--- src/rtl/atm_bank_responder.sv ---
// rtl/atm_bank_responder.sv - bank-side responder owning balance, PIN retries, auth and mini statement
// One request in, one response out per transaction over valid/ready handshakes.
module atm_bank_responder #(
    parameter logic [15:0] INIT_BALANCE = 16'd1000,
    parameter logic [3:0]  PIN_CODE     = 4'd0,
    parameter logic [15:0] OTP_CODE     = 16'h1234,
    parameter int          MAX_TRIES    = 3
) (
    input  logic        clk,
    input  logic        reset,
    input  logic        session_end,
    input  logic        req_valid,
    output logic        req_ready,
    input  logic [1:0]  req_op,
    input  logic [3:0]  req_pin,
    input  logic [15:0] req_otp,
    input  logic [15:0] req_amount,
    output logic        rsp_valid,
    input  logic        rsp_ready,
    output logic [2:0]  rsp_status,
    output logic [15:0] rsp_balance,
    output logic        account_blocked,
    output logic [15:0] mini_statement
);

    typedef enum logic [1:0] {IDLE, EXEC, RESP} state_t;

    localparam logic [2:0] ST_OK           = 3'd0;
    localparam logic [2:0] ST_BAD_PIN      = 3'd1;
    localparam logic [2:0] ST_BLOCKED      = 3'd2;
    localparam logic [2:0] ST_BAD_OTP      = 3'd3;
    localparam logic [2:0] ST_INSUFFICIENT = 3'd4;
    localparam logic [2:0] ST_OVERFLOW     = 3'd5;
    localparam logic [2:0] ST_NOT_AUTH     = 3'd6;
    localparam logic [2:0] MAX_CNT         = 3'(MAX_TRIES);

    state_t      state, next_state;
    logic [1:0]  op_q;
    logic [3:0]  pin_q;
    logic [15:0] otp_q;
    logic [15:0] amount_q;
    logic [15:0] balance;
    logic [2:0]  fail_cnt;
    logic        auth;
    logic        blocked;

    logic [2:0]  ev_status;
    logic [15:0] ev_balance;
    logic        pin_match;
    logic        pin_bad;
    logic        auth_eff;
    logic [16:0] sum;

    always_ff @(posedge clk or posedge reset) begin
        if (reset) begin
            state <= IDLE;
        end else begin
            state <= next_state;
        end
    end

    always_comb begin
        next_state = state;
        req_ready  = 1'b0;
        rsp_valid  = 1'b0;
        case (state)
            IDLE: begin
                req_ready = ~reset;
                if (req_valid) next_state = EXEC;
            end
            EXEC: next_state = RESP;
            RESP: begin
                rsp_valid = 1'b1;
                if (rsp_ready) next_state = IDLE;
            end
            default: next_state = IDLE;
        endcase
    end

    // A session_end landing in the evaluation cycle revokes auth for that request.
    always_comb begin
        auth_eff   = auth & ~session_end;
        sum        = {1'b0, balance} + {1'b0, amount_q};
        ev_status  = ST_OK;
        ev_balance = balance;
        pin_match  = 1'b0;
        pin_bad    = 1'b0;
        if (blocked) begin
            ev_status = ST_BLOCKED;
        end else if (op_q == 2'b00) begin
            if (pin_q == PIN_CODE) begin
                pin_match = 1'b1;
            end else begin
                pin_bad   = 1'b1;
                ev_status = ST_BAD_PIN;
            end
        end else if (!auth_eff) begin
            ev_status = ST_NOT_AUTH;
        end else begin
            case (op_q)
                2'b01: begin
                    if (otp_q != OTP_CODE) begin
                        ev_status = ST_BAD_OTP;
                    end else if (amount_q > balance) begin
                        ev_status = ST_INSUFFICIENT;
                    end else begin
                        ev_balance = balance - amount_q;
                    end
                end
                2'b10: begin
                    if (sum[16]) begin
                        ev_status = ST_OVERFLOW;
                    end else begin
                        ev_balance = sum[15:0];
                    end
                end
                default: ev_status = ST_OK;
            endcase
        end
    end

    always_ff @(posedge clk or posedge reset) begin
        if (reset) begin
            op_q           <= 2'b00;
            pin_q          <= 4'd0;
            otp_q          <= 16'd0;
            amount_q       <= 16'd0;
            balance        <= INIT_BALANCE;
            fail_cnt       <= 3'd0;
            blocked        <= 1'b0;
            rsp_status     <= 3'd0;
            rsp_balance    <= 16'd0;
            mini_statement <= 16'd0;
        end else begin
            if (state == IDLE && req_valid) begin
                op_q     <= req_op;
                pin_q    <= req_pin;
                otp_q    <= req_otp;
                amount_q <= req_amount;
            end
            if (state == EXEC) begin
                balance     <= ev_balance;
                rsp_status  <= ev_status;
                rsp_balance <= ev_balance;
                if (pin_match) fail_cnt <= 3'd0;
                if (pin_bad && fail_cnt < MAX_CNT) begin
                    fail_cnt <= fail_cnt + 3'd1;
                    if (fail_cnt + 3'd1 == MAX_CNT) blocked <= 1'b1;
                end
                if (op_q != 2'b00) begin
                    mini_statement <= {mini_statement[11:0], op_q, ev_status == ST_OK, 1'b1};
                end
            end
        end
    end

    always_ff @(posedge clk or posedge reset) begin
        if (reset) begin
            auth <= 1'b0;
        end else if (session_end) begin
            auth <= 1'b0;
        end else if (state == EXEC && pin_match) begin
            auth <= 1'b1;
        end
    end

    assign account_blocked = blocked;

endmodule

--- config.mk ---
export PLATFORM = sky130hd
export DESIGN_NAME = atm_bank_responder
export DESIGN_NICKNAME = d
export VERILOG_FILES = /design/src/rtl/atm_bank_responder.sv
export SDC_FILE = /design/constraint.sdc
export NUM_CORES = 1
export LEC_CHECK = 0
export CORE_MARGIN = 2
export CORE_UTILIZATION = 55
export CTS_CLUSTER_SIZE = 25
export DETAILED_ROUTE_END_ITERATION = 10
export PLACE_DENSITY = 0.88
export SYNTH_ARGS = -nofsm -noshare
export SYNTH_HDL_FRONTEND = slang
export SYNTH_SLANG_ARGS = --single-unit
--- constraint.sdc ---
create_clock -name clk -period 3.8 [get_ports clk]
set_input_delay 0.57 -clock clk [delete_from_list [all_inputs] [get_ports clk]]
set_output_delay 0.57 -clock clk [all_outputs]
set_load 0.02 [all_outputs]
# Yosys cells after proc, flatten, opt, wreduce, memory -nomap -nowiden
# Cells that the tools add are included.
# op_classes
n_lt_le_gt_ge	2
add_sub_neg	3
n_bitwise	3
n_eq_ne	8
reduce_logical	14
mux	30
# op_table
op	n
16-bit 2-to-1 mux	6
16-bit case mux with 2 select lines	1
3-bit 2-to-1 mux	8
16-bit by 16-bit adder with 17-bit output	1
16-bit greater-than comparator	1
16-bit by 13-bit != test with 1-bit output, second input constant	1
16-bit subtractor	1
1-bit 2-to-1 mux	11
2-bit case mux with 3 select lines	1
3-bit case mux with 2 select lines	1
2-bit AND reduction	3
2-bit nonzero test	3
2-bit by 1-bit equality test with 1-bit output, second input constant	2
2-bit equality test, second input constant	2
2-bit zero test	2
4-bit zero test	1
2-bit 2-to-1 mux	2
2-bit != test, second input constant	2
3-bit by 1-bit adder with 3-bit output, second input constant	1
3-bit by 2-bit equality test with 1-bit output, second input constant	1
1-bit logical AND	3
3-bit zero test	1
3-bit by 2-bit < comparator with 1-bit output, second input constant	1
3-bit AND reduction	1
2 further kinds	3
# totals
inputBits	43
reg_bits	96
out_inout_bits	38

# Longest topological paths before layout
# Gate-level depths: netlist of the first run.
# logic_depth
ltp_word	8
ltp_mapped	13
ltp_nobuf	11

# Worst setup path after synthesis of the first run
# OpenSTA, ideal clock, no wires.
# synth_timing
path_type	register to register
from	register rsp_balance[0] (netlist name)
to	register rsp_balance[4]
t_arrival_ns	3.053
path_stages_with_launch	14
synth_period_minus_slack_ns	3.174
slack_ns	0.626
path_cell_list	dfrtp_1 -> ha_1 -> inv_1 -> fa_1 -> o21ba_1 -> or3_4 -> a211oi_2 -> a222oi_1 -> and2_1 -> buf_6 -> and3_4 -> buf_6 -> a221o_1 -> a22o_1
# synth_lines
element	line	text
end signal: assignment	144	rsp_balance <= ev_balance;
end: declaration	21	output logic [15:0] rsp_balance,

==> metrics, run 1 <==
Worst Setup End Kind=flop; ant diodes=0; global-route usage over all layers=0.277; via count of the first global-routing pass=4799; Starting DRT DRC Count=317; final design utilization=0.671; number of synthesis warnings=0; share of the synthesized area in the top cell type=0.363; post-route DRC violation count=0; via count=4730; clock latency of the later-clocked register in the worst-skew pair=380 ps; critical path data arrival time=3830 ps; Mapped Area=5520 sq um; worst slew pin tran=1020 ps; buffers added on ports=80; Hold Buf Count CTS=0; type of element launching the critical path=flop; top_reg_cell synth=sky130_fd_sc_hd__dfrtp_1; count of antenna-violating nets left after detailed routing=0; final critical-path required period=3580 ps; H-tree depth=3; TritonCTS clock tree=yes; first-pass GRT wire length=23.8 mm; effective utilization at floorplan=0.564; commonest cells after routing, fill and taps aside=sky130_fd_sc_hd__dfrtp_1, sky130_fd_sc_hd__clkdlybuf4s50_1, sky130_fd_sc_hd__nand2_1; Tcrit/Tclk final=0.941; total power density per cell area=722 nW/um^2; number of nets in the finished design=740; final hold vios=0; layout cells sized above 1=0.121; storage element area=2160 sq um; layout-stage area growth over the synthesis result=18.8%; unrepaired setup endpoints after global routing=no; CP Data Required Time=4050 ps; worst hold-check path type=flop to flop; max_cap viols=0; number of clock sinks=86; Rows=36; routed vias/inst=5.95; Crit Path Class=flop to flop; number of buffers added for setup after CTS=0; global placement routability congestion=0.950; standby leakage power=2.77 nW; setup TNS=0 ps; largest voltage drop on the vdd net=0.610 mV; share of synthesized registers carrying an async set or reset=1.00; die extent in y=104 microns; Post-CTS Resized=0; clock root buffer=sky130_fd_sc_hd__clkbuf_8; area used by multi-input combinational logic=2990 sq um; GRT Residual Overflow=0; Synth Area in Simple Gates=0.155; number of enable flip-flop cells after synthesis=0; fin. max-slew vios=0; Post-Synth Adder-Cell Area=0.0935; number of iterations in the first detailed-routing pass=5; worst setup skew after layout=9.81 ps; Seq cells post-synth=86; number of filler instances in the final layout=775; run status=completed; Highest Clock Rate=0.280 GHz; die extent in x=104 microns; part of the Yosys area used for sequential elements=0.392; final routed wire length divided by cell count=18.1 microns; Post-Synthesis Mean Instance Area=9.32 sq um; routed wire length=14.4 mm; parity-gate share of the synthesized area counting xor and xnor cells=0.0222; register clock-pin slew on the reported worst setup and hold paths=90 ps; Final setup viols=0; compound-gate portion of the synthesized area=0.189; Max clock buf depth=2; core outline area=9770 sq um; number of top-level design ports=81; number of antenna violations at the first check in global routing=0; synthesized netlist cell count=592; TritonCTS buffer count=9; max_slew headroom=0.320; post-synth cell types=73; Die Outline Area=10800 sq um; mux contribution to synthesized area=0.0810; worst-path fanout max=8; largest net degree at the start of global routing=57; Post-DP HPWL=10.7 mm; nets in the synthesized netlist=675; dominant cells by area after synthesis=sky130_fd_sc_hd__dfrtp_1, sky130_fd_sc_hd__ha_1, sky130_fd_sc_hd__mux2_2, sky130_fd_sc_hd__o21ai_0, sky130_fd_sc_hd__nand2_1; combinational family with the most area after synthesis=compound AO/OA/AOI/OAI gates; cell type with the highest aggregate area in the netlist=sky130_fd_sc_hd__dfrtp_1; total power=4.73 mW
==> metal layers <==
metal  track usage  wire (microns)
met1         0.358            6180
met2         0.444            6850
met3        0.0727             930
met4         0.108             431
met5             0               0
==> state kept, by name (all words and copies together), names as in the netlist <==
name	flops
rsp_balance	16
balance	6
pin_q	4
amount_q	16
op_q	2
auth	1
account_blocked	1
fail_cnt	3
mini_statement	16
state	2
rsp_status	3
otp_q	16
==> through the flow <==
stage / area [sq um] / std cells / setup WS, ps / hold slack, ps
after floorplan: 5520 / 592 / 626 / 441
after global placement: 6370 / 779 / 450 / 453
after detailed placement: 6370 / 779 / 317 / 462
after CTS: 6550 / 795 / 304 / 482
after global routing: 6550 / 795 / 13.1 / 520
final: 6550 / 795 / 223 / 481
==> synth_stat cells, types with 8 or more instances <==
cell                       count
sky130_fd_sc_hd__buf_4        10
sky130_fd_sc_hd__nor3_1       10
sky130_fd_sc_hd__mux2_2       35
sky130_fd_sc_hd__ha_1         38
sky130_fd_sc_hd__a21o_1        8
sky130_fd_sc_hd__clkbuf_1     18
sky130_fd_sc_hd__dfrtp_1      80
sky130_fd_sc_hd__inv_1        44
sky130_fd_sc_hd__nand2b_1     10
sky130_fd_sc_hd__o21ai_0      41
sky130_fd_sc_hd__a21oi_1      34
sky130_fd_sc_hd__xnor2_1      12
sky130_fd_sc_hd__nand2_1      51
sky130_fd_sc_hd__nor2_1       49
==> cell families after synthesis <==
group / count (synthesis)
mux: 40
compound gates: 157
flops: 86
xor+xnor: 14
fa+ha+maj: 40
buf+inv: 82
simple gates: 173
==> final cells by class <==
type	count	share of cell area
Clock buffer	12	0.0237
Tap cell	133	0.0254
Timing Repair Buffer	92	0.136
Clock inverter	4	0.00439
Inverter	44	0.0254
Sequential cell	86	0.330
Multi-Input combinational cell	424	0.456
==> critical path, stage by stage, from the launching register on <==
cell and delay, ps:
sky130_fd_sc_hd__dfrtp_1 450, sky130_fd_sc_hd__ha_1 480, sky130_fd_sc_hd__a21oi_1 130, sky130_fd_sc_hd__or2_2 310, sky130_fd_sc_hd__a222oi_1 850, sky130_fd_sc_hd__and2_1 500, sky130_fd_sc_hd__mux2_1 380, sky130_fd_sc_hd__a21oi_1 230
sky130_fd_sc_hd__o22ai_1 110
==> report_power, final <==
part	switching, mW	internal (mW)
Combinational	1.50	1.13
Sequential	0.226	1.24
Clock	0.348	0.275
==> final timing paths <==
path	from	end	slack, ps	depth (start not counted)
hold / removal	fail_cnt[2]	fail_cnt[2]	480	2
setup / recovery	rsp_balance[10]	rsp_balance[5]	220	8
setup reg to reg	rsp_balance[10]	rsp_balance[5]	220	8
max in group asynchronous	reset	balance[5]	2510	3
min in group asynchronous	reset	mini_statement[7]	500	2
hold reg to reg	fail_cnt[2]	fail_cnt[2]	480	2
(Power assumes the default switching activity.)
==> run 2: changes to the inputs <==
--- a/config.mk
+++ b/config.mk
@@ -6,10 +6,10 @@
 export NUM_CORES = 1
 export LEC_CHECK = 0
 export CORE_MARGIN = 2
-export CORE_UTILIZATION = 55
+export CORE_UTILIZATION = 40
 export CTS_CLUSTER_SIZE = 25
 export DETAILED_ROUTE_END_ITERATION = 10
-export PLACE_DENSITY = 0.88
+export PLACE_DENSITY = 0.69
 export SYNTH_ARGS = -nofsm -noshare
 export SYNTH_HDL_FRONTEND = slang
 export SYNTH_SLANG_ARGS = --single-unit
==> metrics, run 2 (synthesis results as in run 1) <==
core outline area=13300 sq um; die extent in x=121 microns; final cell area excluding filler cells=6700 sq um; routed wire length=14.6 mm; buffers added on ports=80; dominant delay contributor by cell family on the critical path=compound AO/OA/AOI/OAI gates; Highest Clock Rate=0.279 GHz; die extent in y=121 microns; post-route insts no fill=835; total power density per cell area=745 nW/um^2; max_cap viols=0; Register-to-Register Setup Slack=220 ps; worst slew pin tran=960 ps; TritonCTS buffer count=9; Hold Buf Count CTS=0; via count=4603; worst setup skew after layout=9.43 ps; global-route usage over all layers=0.207; H-tree depth=3; TritonCTS clock tree=yes; placed insts=820; critical path cell sequence=ha_1, inv_1, fa_1, o21ba_1, or3_4, a211oi_2, a222oi_1, and2_1, and3_4, a221o_1, a22o_1; Critical Path Max Stage Delay=410 ps; Starting DRT DRC Count=263; via count of the first global-routing pass=4689; run status=completed; routed vias/inst=5.51; layout cells sized above 1=0.115; final critical-path required period=3580 ps; Rows=42; largest voltage drop on the vdd net=0.387 mV; internal cell power=2.89 mW; GRT Residual Overflow=0; final hold vios=0; effective utilization at floorplan=0.413; number of buffers added for setup after CTS=0; Max clock buf depth=2; type of element launching the critical path=flop; Die Outline Area=14700 sq um; Worst Reg-to-Reg Cells=11; Placed Area=6410 sq um; register clock-pin slew on the reported worst setup and hold paths=60 ps; layout-stage area growth over the synthesis result=21.4%; commonest cells after routing, fill and taps aside=sky130_fd_sc_hd__dfrtp_1, sky130_fd_sc_hd__clkdlybuf4s50_1, sky130_fd_sc_hd__nand2_1; largest net degree at the start of global routing=52; final design utilization=0.502; max_slew headroom=0.360; global placement routability congestion=0.914; critical path data arrival time=3820 ps; fin. max-slew vios=0; switching portion of total power=0.421; Gate power share=0.527; worst-path fanout max=8; final routed wire length divided by cell count=17.4 microns; standard cell with the maximum stage delay on the critical path=sky130_fd_sc_hd__fa_1; count of antenna-violating nets left after detailed routing=0; clock latency of the later-clocked register in the worst-skew pair=360 ps; setup TNS=0 ps; portion of total power attributed to sequential cells=0.294; CP Data Required Time=4040 ps; Post-DP HPWL=10.8 mm; first-pass GRT wire length=23.8 mm; number of antenna violations at the first check in global routing=0; Crit Path Class=flop to flop; total power=4.99 mW; number of clock sinks=86; worst flop-to-flop path startpoint=amount_q[0]; ant diodes=0; Worst Setup End Kind=flop; end of the worst register-to-register path=rsp_balance[13]; Post-CTS Resized=0; number of nets in the finished design=738; standby leakage power=2.82 nW; clock root buffer=sky130_fd_sc_hd__clkbuf_16; NetSw=2.10 mW; Tcrit/Tclk final=0.943; number of top-level design ports=81; critical path buffer and inverter count=1; post-route DRC violation count=0; unrepaired setup endpoints after global routing=no; Final setup viols=0; number of iterations in the first detailed-routing pass=5; worst hold-check path type=primary input to asynchronous set/reset pin; clock power share=0.179
==> run 2: cell count changes in the layout (fill, tap and decap cells not counted), moves of 2 or more <==
cell / change
sky130_fd_sc_hd__clkbuf_8: -11
sky130_fd_sc_hd__clkbuf_16: +9
sky130_fd_sc_hd__buf_4: -2
sky130_fd_sc_hd__clkinvlp_4: -2
==> run 2: how the worst max path moves through the flow <==
stage | from | endpoint | slack (ps) | cells past startpoint
floorplan | rsp_balance[0] | rsp_balance[4] | 630 | 13
global placement | rsp_balance[0] | rsp_balance[2] | 460 | 11
detailed placement | amount_q[0] | rsp_balance[4] | 310 | 11
CTS | amount_q[0] | rsp_balance[13] | 290 | 11
global route | rsp_balance[12] | rsp_balance[5] | 30 | 9
finish | amount_q[0] | rsp_balance[13] | 220 | 11
==> run 2: area by class of cell <==
| class | count | area [sq um] |
|---|---|---|
| clock buffers | 11 | 233 |
| repair buffers | 90 | 876 |
| multi-input cells | 424 | 2990 |
| well taps | 176 | 220 |
| clock inverters | 4 | 56.3 |
| flip-flops and latches | 86 | 2160 |
| fillers | 1242 | 6650 |
| inverters | 44 | 166 |
==> run 2: worst reg2reg max path, stage by stage (launching register included) <==
cell	delay, ps
sky130_fd_sc_hd__dfrtp_1	390
sky130_fd_sc_hd__ha_1	190
sky130_fd_sc_hd__inv_1	60
sky130_fd_sc_hd__fa_1	410
sky130_fd_sc_hd__o21ba_1	220
sky130_fd_sc_hd__or3_4	340
sky130_fd_sc_hd__a211oi_2	380
sky130_fd_sc_hd__a222oi_1	280
sky130_fd_sc_hd__and2_1	400
sky130_fd_sc_hd__and3_4	290
sky130_fd_sc_hd__a221o_1	290
sky130_fd_sc_hd__a22o_1	200
==> run 2: layer usage <==
layer,GRT usage,routed length [microns]
met2,0.334,6690
met3,0.0517,875
met1,0.277,6740
met4,0.0582,266
met5,0,0
==> run 2: per-stage QoR <==
step           setup slack [ps]  hold WS [ps]
5_1_grt                    30.1           508
6_report                    218           484
2_1_floorplan               626           441
3_3_place_gp                456           454
4_1_cts                     291           483
3_5_place_dp                309           476
==> run 2: power by group through the flow <==
stage,sequential [mW],clock [mW],combinational [mW]
finish,1.47,0.894,2.63
global route,1.52,0.942,2.90
detailed placement,1.48,0,2.59
global placement,1.46,0,2.57
floorplan,1.53,0,1.77
CTS,1.47,0.913,2.62
==> run 3: changes to the inputs <==
==> constraint.sdc (replaced) <==
create_clock -name clk -period 3.8 [get_ports clk]
set_input_delay 0.76 -clock clk [delete_from_list [all_inputs] [get_ports clk]]
set_output_delay 0.76 -clock clk [all_outputs]
set_load 0.02 [all_outputs]
==> metrics, run 3 (synthesis results as in run 1) <==
run status=completed; CP Data Required Time=4030 ps; Worst Setup End Kind=flop; Crit Path Class=flop to flop; TritonCTS clock tree=yes; H-tree depth=3; Worst Reg-to-Reg Cells=11; TritonCTS buffer count=9; min-delay src=pin_q[1]; worst flop-to-flop path startpoint=amount_q[0]; global-route usage over all layers=0.211; global placement routability congestion=1.04; Highest Clock Rate=0.285 GHz; layout-stage area growth over the synthesis result=22.0%; number of antenna violations at the first check in global routing=0; switching portion of total power=0.421; NetSw=2.12 mW; max_cap viols=0; post-route insts no fill=836; Hold Buf Count CTS=0; number of filler instances in the final layout=1265; core outline area=13300 sq um; type of element launching the critical path=flop; total power density per cell area=746 nW/um^2; worst setup skew after layout=14.4 ps; Max clock buf depth=2; number of cells on the worst hold path=1; clock power share=0.181; end of the worst register-to-register path=rsp_balance[4]; Post-DP HPWL=11.0 mm; Rows=42; destination of the worst hold path=pin_q[1]; clock latency of the later-clocked register in the worst-skew pair=360 ps; buffers added on ports=80; via count=4615; internal cell power=2.90 mW; GRT Residual Overflow=0; unrepaired setup endpoints after global routing=no; final critical-path required period=3510 ps; effective utilization at floorplan=0.413; Die Outline Area=14700 sq um; number of nets in the finished design=739; setup TNS=0 ps; number of clock sinks=86; routed wire length=14.8 mm; number of buffers added for setup after CTS=0; number of iterations in the first detailed-routing pass=6; standby leakage power=2.83 nW; placed insts=821; critical path data arrival time=3740 ps; Register-to-Register Setup Slack=290 ps; largest net degree at the start of global routing=49; register clock-pin slew on the reported worst setup and hold paths=70 ps; die extent in y=121 microns; clock root buffer=sky130_fd_sc_hd__clkbuf_16; commonest cells after routing, fill and taps aside=sky130_fd_sc_hd__dfrtp_1, sky130_fd_sc_hd__clkdlybuf4s50_1, sky130_fd_sc_hd__nand2_1; ant diodes=0; worst slew pin tran=901 ps; number of top-level design ports=81; via count of the first global-routing pass=4688; largest voltage drop on the vdd net=0.431 mV; total power=5.02 mW; Starting DRT DRC Count=472; final routed wire length divided by cell count=17.7 microns; final hold vios=0; die extent in x=121 microns; Post-CTS Resized=0; worst hold-check path type=flop to flop; Tcrit/Tclk final=0.923; Gate power share=0.525; post-route DRC violation count=0; Final setup viols=0; minimum hold slack=500 ps; count of antenna-violating nets left after detailed routing=0; routed vias/inst=5.52; portion of total power attributed to sequential cells=0.293; layout cells sized above 1=0.118; worst-path fanout max=8; max_slew headroom=0.400; fin. max-slew vios=0; first-pass GRT wire length=24.4 mm
run 3: cell count changes in the layout (fill, tap and decap cells not counted), sizes merged:
cell	before	now
inv	45	44
clkinvlp	0	1
buf	10	11
run 3: metal layers:
metal | part of all wire | track usage
met1 | 0.45 | 0.292
met2 | 0.46 | 0.333
met3 | 0.066 | 0.0503
met5 | 0 | 0
met4 | 0.017 | 0.0575
run 3: power groups by stage:
stage / clock network (mW) / registers [mW] / logic (mW)
after floorplan: 0 / 1.53 / 1.77
after global placement: 0 / 1.47 / 2.57
after detailed placement: 0 / 1.49 / 2.60
after CTS: 0.929 / 1.48 / 2.62
after global routing: 0.969 / 1.52 / 2.90
final: 0.911 / 1.47 / 2.64
run 3: how the worst max path moves through the flow:
stage / slack, ps / startpoint / cells past startpoint / to
2_1_floorplan: 630 / rsp_balance[0] / 13 / rsp_balance[4]
3_3_place_gp: 460 / rsp_balance[0] / 11 / rsp_balance[4]
3_5_place_dp: 340 / amount_q[0] / 11 / rsp_balance[13]
4_1_cts: 330 / amount_q[0] / 11 / rsp_balance[4]
5_1_grt: 130 / amount_q[0] / 11 / rsp_balance[15]
6_report: 290 / amount_q[0] / 11 / rsp_balance[4]
run 3: stage by stage:
step                 util  area (sq um)  setup WS, ps
finish              0.504          6730           291
global route        0.504          6730           128
CTS                 0.504          6730           333
detailed placement  0.482          6430           340
global placement    0.482          6430           460
floorplan               -          5520           626
run 3: layout make-up:
| cell class | count | area, sq um | area share |
|---|---|---|---|
| clock buffer | 11 | 243 | 0.0361 |
| clock inverter | 4 | 55.1 | 0.00818 |
| inverter | 44 | 166 | 0.0247 |
| multi-input combinational | 424 | 2990 | 0.444 |
| sequential | 86 | 2160 | 0.321 |
| tap | 176 | 220 | 0.0327 |
| timing repair buffer | 91 | 896 | 0.133 |
run 3: critical path: stages (launching register included):
cell	delay, ps
sky130_fd_sc_hd__dfrtp_1	400
sky130_fd_sc_hd__ha_1	200
sky130_fd_sc_hd__inv_1	60
sky130_fd_sc_hd__fa_1	410
sky130_fd_sc_hd__o21ba_1	220
sky130_fd_sc_hd__or3_4	340
sky130_fd_sc_hd__a211oi_2	380
sky130_fd_sc_hd__a222oi_1	270
sky130_fd_sc_hd__and2_1	360
sky130_fd_sc_hd__and3_4	270
sky130_fd_sc_hd__a221o_1	290
sky130_fd_sc_hd__a22o_1	190
